**config.mk**
```make
export PLATFORM = sky130hd
export DESIGN_NAME = nco_lut_loader
export DESIGN_NICKNAME = d
export VERILOG_FILES = /design/src/rtl/nco_lut_loader.sv
export SDC_FILE = /design/constraint.sdc
export NUM_CORES = 1
export LEC_CHECK = 0
export BUFFER_PORTS_ARGS = -buffer_cell sky130_fd_sc_hd__buf_4
export CORE_MARGIN = 4
export CORE_UTILIZATION = 50
export DETAILED_ROUTE_END_ITERATION = 12
export GPL_TIMING_DRIVEN = 0
export HOLD_SLACK_MARGIN = 0.03
export PLACE_DENSITY = 0.86
export SETUP_SLACK_MARGIN = 0.02
export SYNTH_ARGS = -nofsm -noshare
export SYNTH_HDL_FRONTEND = slang
export SYNTH_SLANG_ARGS = --single-unit
```
**constraint.sdc**
```tcl
create_clock -name clk -period 1.7 [get_ports clk]
set_clock_uncertainty 0.2 [all_clocks]
set_input_delay 0.255 -clock clk [delete_from_list [all_inputs] [get_ports clk]]
set_output_delay 0.255 -clock clk [all_outputs]
set_load 0.01 [all_outputs]
```
**src/rtl/nco_lut_loader.sv**
```systemverilog
// Double-buffered NCO LUT loader: streams a full table into the inactive bank, then swaps banks.
// Optional trailing checksum word gated by the NCO_LUT_CHECKSUM_EN macro.
module nco_lut_loader #(
  parameter int ADDR_WIDTH = 10,
  parameter int DATA_WIDTH = 12
) (
  input  logic                  clk,
  input  logic                  rst_n,
  input  logic                  load_start,
  input  logic                  load_abort,
  input  logic [15:0]           s_data,
  input  logic                  s_valid,
  output logic                  s_ready,
  output logic                  lut_we,
  output logic [ADDR_WIDTH:0]   lut_waddr,
  output logic [DATA_WIDTH-1:0] lut_wdata,
  output logic                  active_bank,
  output logic                  busy,
  output logic                  load_done,
  output logic                  load_err
);

`ifdef NCO_LUT_CHECKSUM_EN
  typedef enum logic [1:0] {ST_IDLE = 2'd0, ST_LOAD = 2'd1, ST_COMMIT = 2'd2, ST_CHECK = 2'd3} state_t;
`else
  typedef enum logic [1:0] {ST_IDLE = 2'd0, ST_LOAD = 2'd1, ST_COMMIT = 2'd2} state_t;
`endif

  state_t                r_state;
  state_t                w_next;
  logic [ADDR_WIDTH-1:0] r_cnt;
  logic                  r_we;
  logic [ADDR_WIDTH:0]   r_waddr;
  logic [DATA_WIDTH-1:0] r_wdata;
  logic                  r_bank;
  logic                  r_done;
  logic                  r_err;
  logic                  w_ready;
  logic                  w_beat;
  logic                  w_last;
`ifdef NCO_LUT_CHECKSUM_EN
  logic [15:0]           r_sum;
  logic                  w_ck_bad;
`endif

  generate
    if (DATA_WIDTH < 16) begin : g_hi_bits
      logic w_unused_hi;
      assign w_unused_hi = ^s_data[15:DATA_WIDTH];
    end
  endgenerate

  assign w_beat = s_valid && w_ready;
  assign w_last = (r_cnt == '1);
`ifdef NCO_LUT_CHECKSUM_EN
  assign w_ck_bad = (s_data != r_sum);
`endif

  // Abort has priority over an offered beat, so it also masks s_ready.
  always_comb begin
    w_ready = 1'b0;
    if (r_state == ST_LOAD)
      w_ready = !load_abort;
`ifdef NCO_LUT_CHECKSUM_EN
    if (r_state == ST_CHECK)
      w_ready = !load_abort;
`endif
  end

  always_comb begin
    w_next = r_state;
    case (r_state)
      ST_IDLE: if (load_start) w_next = ST_LOAD;
      ST_LOAD: begin
        if (load_abort)
          w_next = ST_IDLE;
        else if (w_beat && w_last)
`ifdef NCO_LUT_CHECKSUM_EN
          w_next = ST_CHECK;
`else
          w_next = ST_COMMIT;
`endif
      end
`ifdef NCO_LUT_CHECKSUM_EN
      ST_CHECK: begin
        if (load_abort)
          w_next = ST_IDLE;
        else if (w_beat)
          w_next = w_ck_bad ? ST_IDLE : ST_COMMIT;
      end
`endif
      ST_COMMIT: w_next = ST_IDLE;
      default:   w_next = ST_IDLE;
    endcase
  end

  always_ff @(posedge clk or negedge rst_n) begin
    if (!rst_n) begin
      r_state <= ST_IDLE;
      r_cnt   <= '0;
      r_we    <= 1'b0;
      r_waddr <= '0;
      r_wdata <= '0;
      r_bank  <= 1'b0;
      r_done  <= 1'b0;
      r_err   <= 1'b0;
`ifdef NCO_LUT_CHECKSUM_EN
      r_sum   <= '0;
`endif
    end else begin
      r_state <= w_next;
      r_we    <= 1'b0;
      r_done  <= 1'b0;
      case (r_state)
        ST_IDLE: begin
          if (load_start) begin
            r_cnt <= '0;
            r_err <= 1'b0;
`ifdef NCO_LUT_CHECKSUM_EN
            r_sum <= '0;
`endif
          end
        end
        ST_LOAD: begin
          if (load_abort) begin
            r_err <= 1'b1;
          end else if (w_beat) begin
            r_we    <= 1'b1;
            r_waddr <= {~r_bank, r_cnt};
            r_wdata <= s_data[DATA_WIDTH-1:0];
            r_cnt   <= r_cnt + 1'b1;
`ifdef NCO_LUT_CHECKSUM_EN
            r_sum   <= r_sum + s_data;
`endif
          end
        end
`ifdef NCO_LUT_CHECKSUM_EN
        ST_CHECK: begin
          if (load_abort || (w_beat && w_ck_bad))
            r_err <= 1'b1;
        end
`endif
        // Bank flips on the edge after the last write was issued.
        ST_COMMIT: begin
          r_bank <= ~r_bank;
          r_done <= 1'b1;
        end
        default: ;
      endcase
    end
  end

  assign s_ready     = w_ready;
  assign lut_we      = r_we;
  assign lut_waddr   = r_waddr;
  assign lut_wdata   = r_wdata;
  assign active_bank = r_bank;
  assign busy        = (r_state != ST_IDLE);
  assign load_done   = r_done;
  assign load_err    = r_err;

endmodule

```
==> flow_metrics.py <==
metrics = {
    "outcome": {
        "outcome": "completed",
    },
    "timing": {
        "timing_max_transition_violations_final": 0,
        "timing.final.hold_violations": 0,
        "finalCriticalPeriod_ns": 1.666,
        "slew_headroom": 0.6808,
        "final.period_utilization": 0.9797,
        "fmax_mhz": 600.4,
        "setup_viol_count_final": 0,
        "rsz0062_at_grt": "true",
        "holdWs_ns": 0.09289,
        "measured_slew_at_the_worst_slew_check_pin_ns": 0.4788,
    },
    "global_routing": {
        "globalRoute.totalOverflow": 0,
        "via_count_of_the_first_global_routing_pass": 1408,
        "antenna_found_initial": 0,
        "grt_pass1_wl_um": 6451,
        "maximum_number_of_pins_on_one_net_before_global_route_repair": 40,
        "groute.usage.overall": 0.1948,
    },
    "finish": {
        "final_cell_mix": "sky130_fd_sc_hd__nand2_1, sky130_fd_sc_hd__buf_4, sky130_fd_sc_hd__dfrtp_1, sky130_fd_sc_hd__dlygate4sd3_1, sky130_fd_sc_hd__nor2_1",
        "final_common_cell": "sky130_fd_sc_hd__nand2_1",
        "multiInputGateArea_um2": 684.4,
        "synthToLayoutAreaGrowth_pct": 39.85,
        "fin_area_um2": 2362,
        "final.fill_count": 230,
        "sequential_cell_area_um2": 978.4,
        "layout.core_utilization": 0.7492,
        "drive_gt1_frac": 0.3071,
        "final_net_count": 262,
        "final_standard_cell_count_with_taps_included_and_fillers_excluded": 286,
    },
    "cts": {
        "clock-root-buffer": "sky130_fd_sc_hd__clkbuf_4",
        "clk-insertion-delay-late_ns": 0.34,
        "htree_levels": 2,
        "cts_tree": "done",
        "clkSlewWorstSetupHoldPaths_ns": 0.11,
        "numCtsBuffers": 5,
        "tritoncts_num_sinks": 39,
        "max_root_sink_buffers": 2,
    },
    "placed_design": {
        "globalplace.congestion": 0.9063,
        "placed_cell_area_um2": 2082,
        "dpl.hpwl_um": 2402,
        "number_of_buffers_added_on_ports": 45,
        "place_inst": 257,
    },
    "power_and_ir_drop": {
        "leakagePower_nw": 1.198,
        "total_power_mw": 2.085,
        "gate_power_share": 0.244,
        "clockPowerShare": 0.223,
        "internal_power_mw": 1.460,
        "max-vdd-ir-drop_mv": 0.5852,
        "netSwitchingFraction": 0.2999,
        "total_switching_power_mw": 0.6251,
        "seq_power_share": 0.533,
        "total_power_divided_by_cell_area_nw_per_um2": 882.6,
    },
    "synthesis": {
        "yosys_register_bits": 39,
        "synth.yosys.warnings": 0,
        "postSynthCellCount": 168,
        "synth_nets": 190,
        "synth_area_leaders": "sky130_fd_sc_hd__dfrtp_1, sky130_fd_sc_hd__nand2_1, sky130_fd_sc_hd__a2111oi_4",
        "post_synth_num_cell_types": 27,
        "synth_area_leader_cell": "sky130_fd_sc_hd__dfrtp_1",
        "syn-cell-area_um2": 1689,
        "avgSynthCellArea_um2": 10.05,
        "synth.top_cell.area_share": 0.5778,
        "seq_area_frac_synth": 0.5778,
    },
    "floorplan": {
        "floorplan.rows": 20,
        "initial_utilization": 0.5357,
        "chipHeight_um": 66.12,
        "floorplan.core_area_um2": 3153,
        "die_outline_area_um2": 4372,
        "die_width_um": 66.12,
        "design.portCount": 50,
    },
    "drt": {
        "drc": 0,
        "routedWlPerCell_um": 13.55,
        "vias": 1392,
        "drtAntennaViolNets": 0,
        "initialDrtViolationCount": 83,
        "drt_pass1_iterations": 4,
        "vias_per_cell": 4.867,
        "wirelength_um": 3874,
    },
    "setup_path": {
        "worst_setup_path_start_kind": "flip-flop",
        "r2r_end": "r_state[0]",
        "crit_required_ns": 1.78,
        "timing.reg2reg.worst_path_depth": 3,
        "rr_startpoint": "r_state[0]",
        "worst_r2r_setup_slack_ns": 0.03,
        "biggest_fanout_along_the_worst_timing_path": 7,
        "worst_setup_path_end_kind": "flip-flop",
        "timing.setup.critical_path_class": "flip-flop to flip-flop",
        "critical_path_arrival_ns": 1.75,
    },
    "hold_path": {
        "timing.hold.worst.start": "load_start",
        "min_to": "load_err",
        "hold_path.class": "input port to flip-flop",
        "holdPathStages": 4,
    },
    "flow_run": {
        "drv.max_cap_violation_count": 0,
    },
}
## cell type report
cell class,instances,area share
antenna,1,0.001059
multi-input combinational,121,0.2897
clock inverter,2,0.005297
sequential,39,0.4142
clock buffer,6,0.01748
buffer,5,0.01271
timing repair buffer,65,0.2309
tap,44,0.02331
inverter,3,0.005297
## worst max path at each step
stage	start	endpoint	cells past startpoint
final	r_state[0]	r_state[0]	3
after global routing	r_cnt[0]	r_state[0]	5
after CTS	r_state[0]	s_ready	2
after detailed placement	r_state[1]	r_cnt[9]	4
after global placement	r_state[1]	r_cnt[7]	4
after floorplan	r_state[1]	r_cnt[9]	4
## cells in the mapped netlist, drive strengths merged
| cell type | number |
|---|---|
| dfrtp | 39 |
| nor2 | 12 |
| or2 | 1 |
| inv | 2 |
| o31ai | 1 |
| buf | 2 |
| xnor2 | 7 |
| nand3 | 1 |
| nand4 | 3 |
| a21o | 1 |
| a2111oi | 3 |
| nor3b | 1 |
| a211oi | 4 |
| a21oi | 2 |
| nand2 | 72 |
| nand4b | 1 |
| nand2b | 3 |
| o21ai | 3 |
| clkinv | 1 |
| and3 | 1 |
| nand3b | 2 |
| xor2 | 2 |
| ha | 1 |
| clkbuf | 3 |
## power groups by stage
stage / logic (mW) / clock network, mW / registers (mW)
after floorplan: 0.153 / 0 / 1.17
after global placement: 0.440 / 0 / 1.12
after detailed placement: 0.447 / 0 / 1.13
after CTS: 0.484 / 0.466 / 1.11
after global routing: 0.559 / 0.514 / 1.13
final: 0.508 / 0.465 / 1.11
## logic make-up (layout without fill, tap and decap cells)
logic type	Yosys count	count (layout)	share of synthesized area
xor gates and xnor gates	9	9	0.04667
adders and majority gates	1	1	0.007406
and+or+nand+nor	97	97	0.2548
buffers and inverters	8	81	0.02296
AOI/OAI and AO/OA	14	14	0.09037
DFF	39	39	0.5778
other	0	1	0
## layer usage
layer	global-route usage	routed length, um
met1	0.2431	1638
met2	0.3160	1964
met3	0.04762	166
met4	0.09137	106
met5	0	0
## what timing repair did
| action | 4_1_cts | 5_1_grt |
|---|---|---|
| resized for setup | 3 | 14 |
| setup buffers | 2 | 2 |
| pin swaps | 0 | 7 |
| hold endpoints to repair | 53 | 0 |
| setup endpoints to repair | 25 | 31 |
| hold buffers | 16 | 0 |
| gates cloned | 0 | 0 |
## per-stage QoR
stage | TNS (ns) | setup slack, ns
after floorplan | 0 | 0.1290
after global placement | 0 | 0.02977
after detailed placement | 0 | 0.008514
after CTS | 0 | 0.01832
after global routing | -0.4341 | -0.07551
final | 0 | 0.03446
## registers in the layout (all words and copies together), names as in the netlist
signal       cells
r_state          2
lut_we           1
active_bank      1
lut_wdata       12
load_done        1
r_cnt           10
lut_waddr       11
load_err         1
## critical path, cell delays in order (launching register included)
cell and delay [ns]:
sky130_fd_sc_hd__dfrtp_2 0.45, sky130_fd_sc_hd__nor3b_4 0.27, sky130_fd_sc_hd__dlygate4sd3_1 0.59, sky130_fd_sc_hd__a21o_1 0.11
Note: power is estimated with default switching activity, not from simulation.
